**src/rtl/mealy_sched_pkg.sv**
```systemverilog
// Shared definitions for the Mealy sequence-detector scheduler:
// FSM state encoding, default parameter values and the width helper.
package mealy_sched_pkg;

    typedef enum logic [1:0] {
        IDLE  = 2'd0,
        CLEAR = 2'd1,
        SHIFT = 2'd2,
        DONE  = 2'd3
    } sched_state_t;

    localparam int N_REQ_DEFAULT = 4;
    localparam int W_DEFAULT     = 8;

    // Bits needed to encode n distinct values, never less than one.
    function automatic int sched_width(input int n);
        int w;
        w = $clog2(n);
        return (w < 1) ? 1 : w;
    endfunction

endpackage

```
**src/rtl/mealy_seq_scheduler_rr_arbiter.sv**
```systemverilog
// Combinational round-robin arbiter: picks the first asserted request
// at or above the pointer, wrapping, and reports it one-hot and as an index.
module rr_arbiter
    import mealy_sched_pkg::*;
#(
    parameter int N_REQ = N_REQ_DEFAULT,
    parameter int ID_W  = sched_width(N_REQ)
) (
    input  logic [N_REQ-1:0] req,
    input  logic [ID_W-1:0]  ptr,
    output logic [N_REQ-1:0] gnt,
    output logic [ID_W-1:0]  idx,
    output logic             any
);

    // Scan N_REQ positions starting at the pointer; the first hit wins.
    always_comb begin
        int pos;
        pos = 0;
        gnt = '0;
        idx = '0;
        any = 1'b0;
        for (int k = 0; k < N_REQ; k++) begin
            pos = int'(ptr) + k;
            if (pos >= N_REQ) begin
                pos = pos - N_REQ;
            end
            if (!any && req[pos]) begin
                any      = 1'b1;
                idx      = ID_W'(pos);
                gnt[pos] = 1'b1;
            end
        end
    end

endmodule

```
**src/rtl/mealy_seq_scheduler.sv**
```systemverilog
// Shares one external Mealy sequence detector between N_REQ requesters.
// Each transaction: round-robin grant, one detector clear cycle, W bits
// shifted MSB-first onto det_x, then a done pulse with the z-pulse count.
// Optional feature macro: MEALY_SCHED_ABORT_EN adds abort/aborted ports that
// cut a transaction short and report the partial count.
module mealy_seq_scheduler
    import mealy_sched_pkg::*;
#(
    parameter int N_REQ = N_REQ_DEFAULT,
    parameter int W     = W_DEFAULT,
    parameter int CNT_W = sched_width(W + 1)
) (
    input  logic                      clk,
    input  logic                      reset,
    input  logic [N_REQ-1:0]          req,
    input  logic [N_REQ*W-1:0]        req_data,
    output logic [N_REQ-1:0]          gnt,
    output logic                      busy,
    output logic                      done,
    output logic [$clog2(N_REQ)-1:0]  done_id,
    output logic [CNT_W-1:0]          match_cnt,
    output logic                      det_x,
    output logic                      det_clr,
`ifdef MEALY_SCHED_ABORT_EN
    input  logic                      abort,
    output logic                      aborted,
`endif
    input  logic                      det_z
);

    localparam int ID_W = $clog2(N_REQ);
    localparam int BC_W = sched_width(W);
    localparam logic [BC_W-1:0] LAST_BIT = BC_W'(W - 1);
    localparam logic [ID_W-1:0] LAST_ID  = ID_W'(N_REQ - 1);

    sched_state_t state, state_next;

    logic [ID_W-1:0]  rr_ptr;
    logic [ID_W-1:0]  cur_id;
    logic [ID_W-1:0]  arb_idx;
    logic [N_REQ-1:0] arb_gnt;
    logic             arb_any;
    logic [W-1:0]     shreg;
    logic [BC_W-1:0]  bit_cnt;
    logic [CNT_W-1:0] cnt;
    logic [CNT_W-1:0] cnt_final;
    logic             finish;
    logic             abort_now;

`ifdef MEALY_SCHED_ABORT_EN
    assign abort_now = abort;
`else
    assign abort_now = 1'b0;
`endif

    // z only counts while a word bit is on det_x; includes this cycle's z.
    assign cnt_final = cnt + CNT_W'((state == SHIFT) && det_z);

    rr_arbiter #(
        .N_REQ (N_REQ),
        .ID_W  (ID_W)
    ) u_arb (
        .req (req),
        .ptr (rr_ptr),
        .gnt (arb_gnt),
        .idx (arb_idx),
        .any (arb_any)
    );

    // State register; reset aborts any transaction without a done pulse.
    always_ff @(posedge clk or negedge reset) begin
        if (!reset) begin
            state <= IDLE;
        end else begin
            state <= state_next;
        end
    end

    // Next-state and Mealy outputs; gnt is masked while reset is held.
    always_comb begin
        state_next = state;
        gnt        = '0;
        busy       = 1'b0;
        done       = 1'b0;
        det_clr    = 1'b0;
        det_x      = 1'b0;
        finish     = 1'b0;
        case (state)
            IDLE: begin
                if (arb_any && reset) begin
                    gnt        = arb_gnt;
                    busy       = 1'b1;
                    state_next = CLEAR;
                end
            end
            CLEAR: begin
                busy       = 1'b1;
                det_clr    = 1'b1;
                state_next = SHIFT;
                if (abort_now) begin
                    finish     = 1'b1;
                    state_next = DONE;
                end
            end
            SHIFT: begin
                busy  = 1'b1;
                det_x = shreg[W-1];
                if ((bit_cnt == LAST_BIT) || abort_now) begin
                    finish     = 1'b1;
                    state_next = DONE;
                end
            end
            DONE: begin
                busy       = 1'b1;
                done       = 1'b1;
                state_next = IDLE;
            end
            default: state_next = IDLE;
        endcase
    end

    // Word datapath: load on the grant cycle, shift and count during SHIFT.
    always_ff @(posedge clk) begin
        if (state == IDLE) begin
            cur_id  <= arb_idx;
            shreg   <= req_data[arb_idx*W +: W];
            bit_cnt <= '0;
            cnt     <= '0;
        end else if (state == SHIFT) begin
            shreg   <= shreg << 1;
            bit_cnt <= bit_cnt + 1'b1;
            cnt     <= cnt_final;
        end
    end

    // Pointer advances past each grantee; results latch as DONE is entered.
    always_ff @(posedge clk or negedge reset) begin
        if (!reset) begin
            rr_ptr    <= '0;
            done_id   <= '0;
            match_cnt <= '0;
`ifdef MEALY_SCHED_ABORT_EN
            aborted   <= 1'b0;
`endif
        end else begin
            if (gnt != '0) begin
                rr_ptr <= (arb_idx == LAST_ID) ? '0 : arb_idx + 1'b1;
            end
            if (finish) begin
                done_id   <= cur_id;
                match_cnt <= cnt_final;
`ifdef MEALY_SCHED_ABORT_EN
                aborted   <= abort_now;
`endif
            end
        end
    end

endmodule

```
**config.mk**
```make
export PLATFORM = sky130hd
export DESIGN_NAME = mealy_seq_scheduler
export DESIGN_NICKNAME = d
export VERILOG_FILES = /design/src/rtl/mealy_sched_pkg.sv /design/src/rtl/mealy_seq_scheduler_rr_arbiter.sv /design/src/rtl/mealy_seq_scheduler.sv
export SDC_FILE = /design/constraint.sdc
export NUM_CORES = 1
export LEC_CHECK = 0
export CORE_UTILIZATION = 55
export DETAILED_ROUTE_END_ITERATION = 12
export PLACE_DENSITY = 0.91
export RECOVER_POWER = 100
export SLEW_MARGIN = 15
export SYNTH_ARGS = -nofsm -noshare
export SYNTH_HDL_FRONTEND = slang
export SYNTH_SLANG_ARGS = --single-unit
```
**constraint.sdc**
```tcl
create_clock -name clk -period 5.88 [get_ports clk]
set_clock_uncertainty 0.05 [all_clocks]
set_input_delay 1.176 -clock clk [delete_from_list [all_inputs] [get_ports clk]]
set_output_delay 1.176 -clock clk [all_outputs]
set_load 0.02 [all_outputs]
```
After elaboration in Yosys (flattened, before gate mapping)
Cells that the tools add are included.
{"block": "totals", "reg_bits": 27, "inputBits": 39, "output_inout_bits": 14}
{"block": "op_classes", "n_addsub": 10, "magnitude_cmp": 12, "eq_ne": 7, "shifts": 1, "mux": 51, "n_bitwise": 3, "n_reduce_logical": 17}
{"operator": "$ge 32x1->1 const B", "count": 4}
{"operator": "$lt 32x4->1 const B", "count": 4}
{"operator": "$mux 32", "count": 4}
{"operator": "$ge 32x4->1 const B", "count": 3}
{"operator": "$sub 32x4->32 const B", "count": 3}
{"operator": "$shiftx 32x6->8", "count": 1}
{"operator": "$mux 4", "count": 6}
{"operator": "$mux 1", "count": 22}
{"operator": "$mux 8", "count": 2}
{"operator": "$mux 2", "count": 7}
{"operator": "$or 4x4->4", "count": 3}
{"operator": "$logic_and 1x1->1", "count": 9}
{"operator": "$bmux 1 s2", "count": 4}
{"operator": "$demux 1 s2", "count": 4}
{"operator": "$pmux 2 s4", "count": 1}
{"operator": "$add 2x2->3 const B", "count": 2}
{"operator": "$eq 2x2->1 const B", "count": 3}
{"operator": "$add 4x1->4", "count": 1}
{"operator": "$reduce_bool 4->1", "count": 1}
{"operator": "$sub 2x3->4 const B", "count": 1}
{"operator": "$add 2x1->3 const B", "count": 1}
{"operator": "$add 3x1->3 const B", "count": 1}
{"operator": "$eq 3x3->1 const B", "count": 1}
{"operator": "$ge 2x3->1 const B", "count": 1}
{"operator": "other kinds (10)", "count": 12}

Longest topological paths before layout
Gate-level depths: netlist of run 1.
{"block": "logic_depth", "ltp_word": 19, "depth_mapped": 14}

Modules after synthesis
A second synthesis of run 1 with hierarchy kept.
{"block": "hier_totals", "cells_unflattened": 179, "area_unflattened_um2": 1973.1}
{"module": "mealy_seq_scheduler", "instances": 1, "cells_per_inst": 131, "area_per_inst_um2": 1512.7}
{"module": "rr_arbiter", "instances": 1, "cells_per_inst": 48, "area_per_inst_um2": 460.4}

Worst setup path before layout of run 1
OpenSTA, ideal clock, no wires.
{"block": "synth_path", "kind": "register to output", "startpoint": "reg rr_ptr[0]", "endpoint": "out gnt[0]", "arrival_time_ns": 2.813, "setup_slack_ns": 1.841, "stages_incl_launch_ff": 12, "path_buffers": 4, "path_cell_list": "dfrtp_1 > buf_6 > buf_2 > inv_1 > ha_1 > clkbuf_1 > mux4_2 > nor2b_1 > clkbuf_1 > a221o_1 > o21ai_0 > a21oi_1"}
{"block": "synth_between", "elab_chain_len": 18}
{"item": "start: declaration", "line_no": "mealy_seq_scheduler.sv:38", "text": "logic [ID_W-1:0] rr_ptr;"}
{"item": "start signal: assignment", "line_no": "mealy_seq_scheduler.sv:147", "text": "rr_ptr <= (arb_idx == LAST_ID) ? '0 : arb_idx + 1'b1;"}
{"item": "parallel branches: the longest is 16 deep, another holds $sub 32x4->32"}
{"item": "$mux 4 *", "line_no": "mealy_seq_scheduler.sv:90", "text": "if (arb_any && reset) begin"}
{"item": "$mux 4 *", "line_no": "mealy_seq_scheduler.sv:88", "text": "case (state)"}
{"item": "end: declaration", "line_no": "mealy_seq_scheduler.sv:17", "text": "output logic [N_REQ-1:0] gnt,"}
Every way passes the cells marked *. The select of a mux whose other input is x is not followed.

Worst setup path in the final report of run 1
{"block": "layout_path", "startpoint": "in req[3]", "endpoint": "out gnt[3]"}
{"block": "layout_between", "elab_chain_len": 16}
{"item": "start: declaration", "line_no": "mealy_seq_scheduler.sv:15", "text": "input logic [N_REQ-1:0] req,"}
{"item": "$bmux 1 s2", "line_no": "mealy_seq_scheduler_rr_arbiter.sv:28", "text": "if (!any && req[pos]) begin"}
{"item": "$mux 1 (implied by the code) (2 in series)", "line_no": "mealy_seq_scheduler_rr_arbiter.sv:28"}
{"item": "$mux 1", "line_no": "mealy_seq_scheduler_rr_arbiter.sv:28"}
{"item": "$logic_not 1->1", "line_no": "mealy_seq_scheduler_rr_arbiter.sv:28"}
{"item": "$logic_and 1x1->1", "line_no": "mealy_seq_scheduler_rr_arbiter.sv:28"}
{"item": "$mux 1", "line_no": "mealy_seq_scheduler_rr_arbiter.sv:28"}
{"item": "$logic_not 1->1", "line_no": "mealy_seq_scheduler_rr_arbiter.sv:28"}
{"item": "$logic_and 1x1->1", "line_no": "mealy_seq_scheduler_rr_arbiter.sv:28"}
{"item": "$mux 1", "line_no": "mealy_seq_scheduler_rr_arbiter.sv:28"}
{"item": "$logic_not 1->1", "line_no": "mealy_seq_scheduler_rr_arbiter.sv:28"}
{"item": "$logic_and 1x1->1", "line_no": "mealy_seq_scheduler_rr_arbiter.sv:28"}
{"item": "$mux 1", "line_no": "mealy_seq_scheduler_rr_arbiter.sv:28"}
{"item": "$logic_and 1x1->1", "line_no": "mealy_seq_scheduler.sv:90"}
{"item": "$mux 4 *", "line_no": "mealy_seq_scheduler.sv:90"}
{"item": "$mux 4 *", "line_no": "mealy_seq_scheduler.sv:88"}
Mark *: on every way between the ends. The rest lies on a longest branch, timed or not. The select of a mux whose other input is x is not followed.

==> reports/summary.txt, run 1 <==
Status -> completed
M2 GR Usage -> 43.69%
Setup_tns -> 0 ps
Kind of cell adding the most delay to the critical path -> buffers and inverters
Critical Path Start Type -> input pin
Xor/xnor share of the synthesized area -> 1.896%
Global-route wire length before repair -> 8.832 mm
Crit path max fanout -> 17
Post-synthesis async set-or-reset flop share -> 37.04%
DR iter-0 viols -> 133
Fmax -> 187.0 MHz
Setup Buffers After CTS -> 0
CTS sink cnt -> 27
Adder-cell area share of the yosys netlist -> 7.584%
Final setup vio count -> 0
Worst Hold Path Cells -> 2
Die outline height -> 66.81 um
Total power -> 1.496 mW
Crit path cell chain -> dlygate4sd3_1 -> mux4_2 -> o41ai_1 -> inv_1 -> nand2_1 -> nor2_1 -> dlygate4sd3_1
Final min period -> 5347 ps
Core area -> 4029 um2
Placed inst area -> 2803 um2
Largest net degree at the start of global routing -> 29
Min-Delay Endpoint -> match_cnt[2]
GRT Max-Usage Layer -> met2
Post-DP HPWL -> 3.974 mm
CTS tree -> yes
Synth top area share -> 13.00%
Drt pass-1 iters -> 4
Synth Cell Area -> 2310 um2
Yosys reg bits -> 27
Arr. time, crit path -> 4120 ps
Initial antenna violation count -> 0
Via total after detailed routing -> 2,122
GRT overflow -> 0
Hold Path Class -> register to register
Initial Util -> 57.33%
Routed Antenna Nets -> 0
Met3 global-route usage -> 4.795%
GPL Wtd Cong -> 0.9321
Worst-Margin Slew -> 1009 ps
Vias in the first global route -> 1,964
Worst-path clk slew -> 90 ps
Avg WL per Cell -> 15.61 um
Number of core rows -> 23
Placed Cells -> 344
Cell count after synthesis -> 261
CTS root buffer -> clkbuf_8
Avg Vias per Cell -> 6.098
Synth-to-layout area growth -> 23.19%
Ys flop type -> edfxtp_1
Critical Path Sink Type -> output port
DRC -> 0
Crit Path Category -> input pin to output port
Detailed Route WL -> 5.433 mm
Count of flip-flops with a built-in enable after synthesis -> 10
Max IR drop VDD -> 0.2604 mV
Pwr/cell area -> 525.8 nW/um2
Top post-synthesis cells by area -> edfxtp_1, dfrtp_1, ha_1, dfxtp_1, mux2i_1
Final worst setup slack -> 533.4 ps
RR Endpoint -> rr_ptr[1]
CTS max path bufs -> 2
Ant. Diodes -> 0
Most used cell, CP -> dlygate4sd3_1
Min Hold Slack -> 427.4 ps
Layout Nets -> 352
Post-Place Worst Slack -> 777.1 ps
R2R Setup Slk -> 1620 ps
IO Count -> 53
Final period utilization -> 90.93%
Area leader, netlist -> edfxtp_1
Reg2reg start -> rr_ptr[1]
Slowest stage delay, CP -> 680 ps
Final-report hold violation count -> 0
Design Area, Final -> 2845 um2
Slew Limit Headroom -> 32.74%
Most frequent cells after synthesis -> nor2_1, nand2_1, o21ai_0, ha_1, inv_1
CP Buf/Inv Count -> 3
Cells on worst reg2reg path -> 8
Hold path start -> match_cnt[2]
RSZ-0062 raised after global routing -> no
Post-CTS Hold Fix Bufs -> 0
P_leak -> 1.145 nW
Util after Layout -> 70.62%
Synthesized Nets -> 314
Synth cell types -> 50
Largest family of logic cells by synthesized area -> compound AO/OA/AOI/OAI gates
Post-route insts no fill -> 348
Avg Synthesized Cell Area -> 8.849 um2
Most frequent cell after synthesis -> nor2_1
GRT Util Overall -> 25.62%
Pins over their slew limit -> 0
Worst skew pair latency -> 270 ps
Die ar. -> 4463 um2
CP required -> 4650 ps
M1 GR Usage -> 33.05%
Warnings from Yosys -> 0
Layout cells sized above 1 -> 7.718%
Crit-path slowest cell -> mux4_2
Worst Setup SP -> req[3]
Post-synthesis simple-gate area fraction -> 16.85%
Compound-Gate Fraction of Synth Area -> 22.91%
Port Buffers -> 52
Num CTS Buffers -> 3
Multiplexer share of the synthesized area -> 13.49%
Htree depth -> 1
Post-CTS sizing -> 0
Sequential-to-total area share from yosys stat -> 29.90%
Width of the chip -> 66.81 um
Max-cap check violation count -> 0
[cells in the final DEF (no fill, tap or decap), types with 7 or more instances in the layout]
cell / Yosys / final
a21oi_1: 7 / 8
a31oi_1: 7 / 7
a32oi_1: 7 / 7
clkdlybuf4s50_1: 0 / 35
dfrtp_1: 10 / 10
dfxtp_1: 7 / 7
dlygate4sd3_1: 0 / 17
edfxtp_1: 10 / 10
ha_1: 14 / 14
inv_1: 13 / 13
mux2_2: 9 / 9
mux2i_1: 12 / 12
nand2_1: 19 / 19
nand3_1: 8 / 8
nor2_1: 20 / 20
nor3b_1: 7 / 7
o211ai_1: 7 / 7
o21a_1: 10 / 10
o21ai_0: 18 / 21
[cell families (layout without fill, tap and decap cells)]
kind of cell	Yosys count	in the layout
fa+ha+maj	14	14
compound gates	77	77
flops	27	27
simple gates	78	78
xor+xnor	5	5
mux	25	25
buf+inv	35	72
[state kept, by name, indices dropped and copies added (netlist names)]
register and flops:
bit_cnt 3, cnt 4, cur_id 2, done_id 2
match_cnt 4, rr_ptr 2, shreg 8, state 2
[power by group]
part / internal (mW) / switching (mW)
combinational: 0.419 / 0.643
sequential: 0.290 / 0.0398
clock: 0.0475 / 0.0569
total: 0.757 / 0.739
[area by class of cell]
| cell class | instances | area, um2 |
|---|---|---|
| Clock inverter | 1 | 5.005 |
| Clock buffer | 3 | 41.29 |
| Sequential cell | 27 | 690.7 |
| Inverter | 14 | 65.06 |
| Tap cell | 50 | 62.56 |
| Multi-Input combinational cell | 199 | 1445 |
| Timing Repair Buffer | 54 | 535.5 |
| Fill cell | 336 | 1184 |
[per-layer routing]
metal | part of all wire, % | vias up
li1 | - | 1033
met1 | 44 | 989
met2 | 50 | 90
met3 | 4.7 | 10
met4 | 1.3 | 0
met5 | 0 | -
[worst max-delay path by stage]
stage | end | slack (ps) | cells past startpoint
2_1_floorplan | gnt[0] | 1840 | 11
3_3_place_gp | gnt[3] | 870 | 7
3_5_place_dp | gnt[3] | 780 | 7
6_report | gnt[3] | 530 | 7
4_1_cts | gnt[3] | 780 | 7
5_1_grt | gnt[0] | 360 | 7
[worst min-delay path: stages (launching register included)]
cell	delay, ps
dfrtp_1	350
nand2_1	40
o21ai_0	50
No activity file was read; power rests on OpenSTA's default activity.
==> run 2, diff against run 1 <==
Settings changed: CELL_PAD_IN_SITES_DETAIL_PLACEMENT set to 0, CELL_PAD_IN_SITES_GLOBAL_PLACEMENT set to 1, CORE_UTILIZATION 55 to 38, PLACE_DENSITY 0.91 to 0.85.
Clock period 5.88 ns to 5.19 ns, I/O delays scaled along.
==> reports/summary.txt, run 2 (same netlist as run 1, synthesis figures left out) <==
Status -> completed
Pwr/cell area -> 580.3 nW/um2
Core area -> 5886 um2
CP required -> 4100 ps
Global-route wire length before repair -> 8.797 mm
Largest net degree at the start of global routing -> 29
Final period utilization -> 93.74%
Commonest non-fill, non-tap cells in the layout -> clkdlybuf4s50_1, o21ai_0, nor2_1
Ant. Diodes -> 0
Critical Path Start Type -> input pin
Layout Nets -> 357
CTS max path bufs -> 2
IO Count -> 53
RSZ-0062 raised after global routing -> no
Num CTS Buffers -> 3
Final min period -> 4865 ps
Synth-to-layout area growth -> 25.95%
Commonest non-fill, non-tap cell in the layout -> clkdlybuf4s50_1
Worst-Margin Slew -> 1154 ps
Max IR drop VDD -> 0.3332 mV
Fillers -> 582
Setup Buffers After CTS -> 0
Post-DP HPWL -> 4.009 mm
Width of the chip -> 79.96 um
Top flop regs -> shreg x8, cnt x4, match_cnt x4
Max FFs per register -> 8
GRT overflow -> 0
Hold path start -> cur_id[1]
Crit Path Category -> input pin to output port
DRC -> 0
Via total after detailed routing -> 2,056
Avg WL per Cell -> 14.08 um
Slew Limit Headroom -> 23.06%
Drt pass-1 iters -> 4
Port Buffers -> 52
Post-CTS sizing -> 0
Die outline height -> 79.96 um
GRT Util Overall -> 17.43%
Initial antenna violation count -> 0
Initial Util -> 39.24%
CTS sink cnt -> 27
CTS tree -> yes
P_leak -> 1.145 nW
Vias in the first global route -> 1,862
DR iter-0 viols -> 97
Htree depth -> 1
Routed Antenna Nets -> 0
Largest Register -> shreg
Detailed Route WL -> 5.322 mm
Critical Path Sink Type -> output port
Layout cells sized above 1 -> 8.581%
Number of core rows -> 28
CTS root buffer -> clkbuf_8
Post-CTS Hold Fix Bufs -> 0
Max-cap check violation count -> 0
GPL Wtd Cong -> 0.8657
Min Hold Slack -> 431.7 ps
Die ar. -> 6394 um2
Worst-path clk slew -> 90 ps
Final worst setup slack -> 324.7 ps
Fmax -> 205.5 MHz
Reg2reg start -> rr_ptr[1]
Setup_tns -> 0 ps
Worst skew pair latency -> 280 ps
Final setup vio count -> 0
Worst Setup SP -> req[2]
Final-report hold violation count -> 0
Pins over their slew limit -> 0
Crit path max fanout -> 17
Post-Place Worst Slack -> 410.7 ps
Hold Path Class -> register to register
Arr. time, crit path -> 3780 ps
Avg Vias per Cell -> 5.439
-- run 2: cell count changes in the layout (fill, tap and decap cells not counted) --
cell             previous run  this run
clkdlybuf4s50_1            35        39
dlygate4sd3_1              17        13
buf_4                       2         5
clkbuf_1                    0         2
clkinv_2                    1         0
clkinvlp_4                  0         1
-- run 2: layer usage --
metal	part of all wire [%]	global-route usage [%]	vias to the layer above
li1	-	-	1042
met3	4.6	1.714	5
met1	50	24.67	957
met5	0	0	-
met4	0.90	4.286	0
met2	45	28.29	52
-- run 2: report_power, final --
group | internal (mW) | leakage [nW] | switching (mW)
Sequential | 0.329 | 0.276 | 0.0443
Combinational | 0.490 | 0.848 | 0.704
Clock | 0.0546 | 0.0217 | 0.0671
Total | 0.873 | 1.15 | 0.815
-- run 2: cell type report --
cell class / count / area, um2 / share of cell area [%]
clock buffer: 3 / 41.29 / 1.419
timing repair buffer: 59 / 565.5 / 19.44
sequential: 27 / 690.7 / 23.74
clock inverter: 1 / 7.507 / 0.2581
inverter: 14 / 65.06 / 2.237
tap: 75 / 93.84 / 3.226
multi-input combinational: 199 / 1445 / 49.68
-- run 2: worst paths after layout --
check,to,slack (ps),depth (start not counted)
max,gnt[0],320,7
max in group asynchronous,state[0],3470,2
min reg2reg,done_id[1],430,1
min,done_id[1],430,1
max reg2reg,rr_ptr[1],860,8
min in group asynchronous,match_cnt[3],1230,2
-- run 2: worst max-delay path, cell delays in order --
cell	delay, ps
dlygate4sd3_1	670
mux4_2	680
or2_4	330
nor2_1	210
nand2_1	80
a21oi_1	140
clkdlybuf4s50_1	620
-- run 2: per-stage QoR --
stage | cell area, um2 | util [%] | total power [mW] | std cells
2_1_floorplan | 2310 | - | 1.332 | 261
3_3_place_gp | 2872 | 48.79 | 1.588 | 374
3_5_place_dp | 2872 | 48.79 | 1.593 | 374
4_1_cts | 2920 | 49.62 | 1.721 | 378
5_1_grt | 2909 | 49.43 | 1.858 | 378
6_report | 2909 | 49.43 | 1.688 | 378
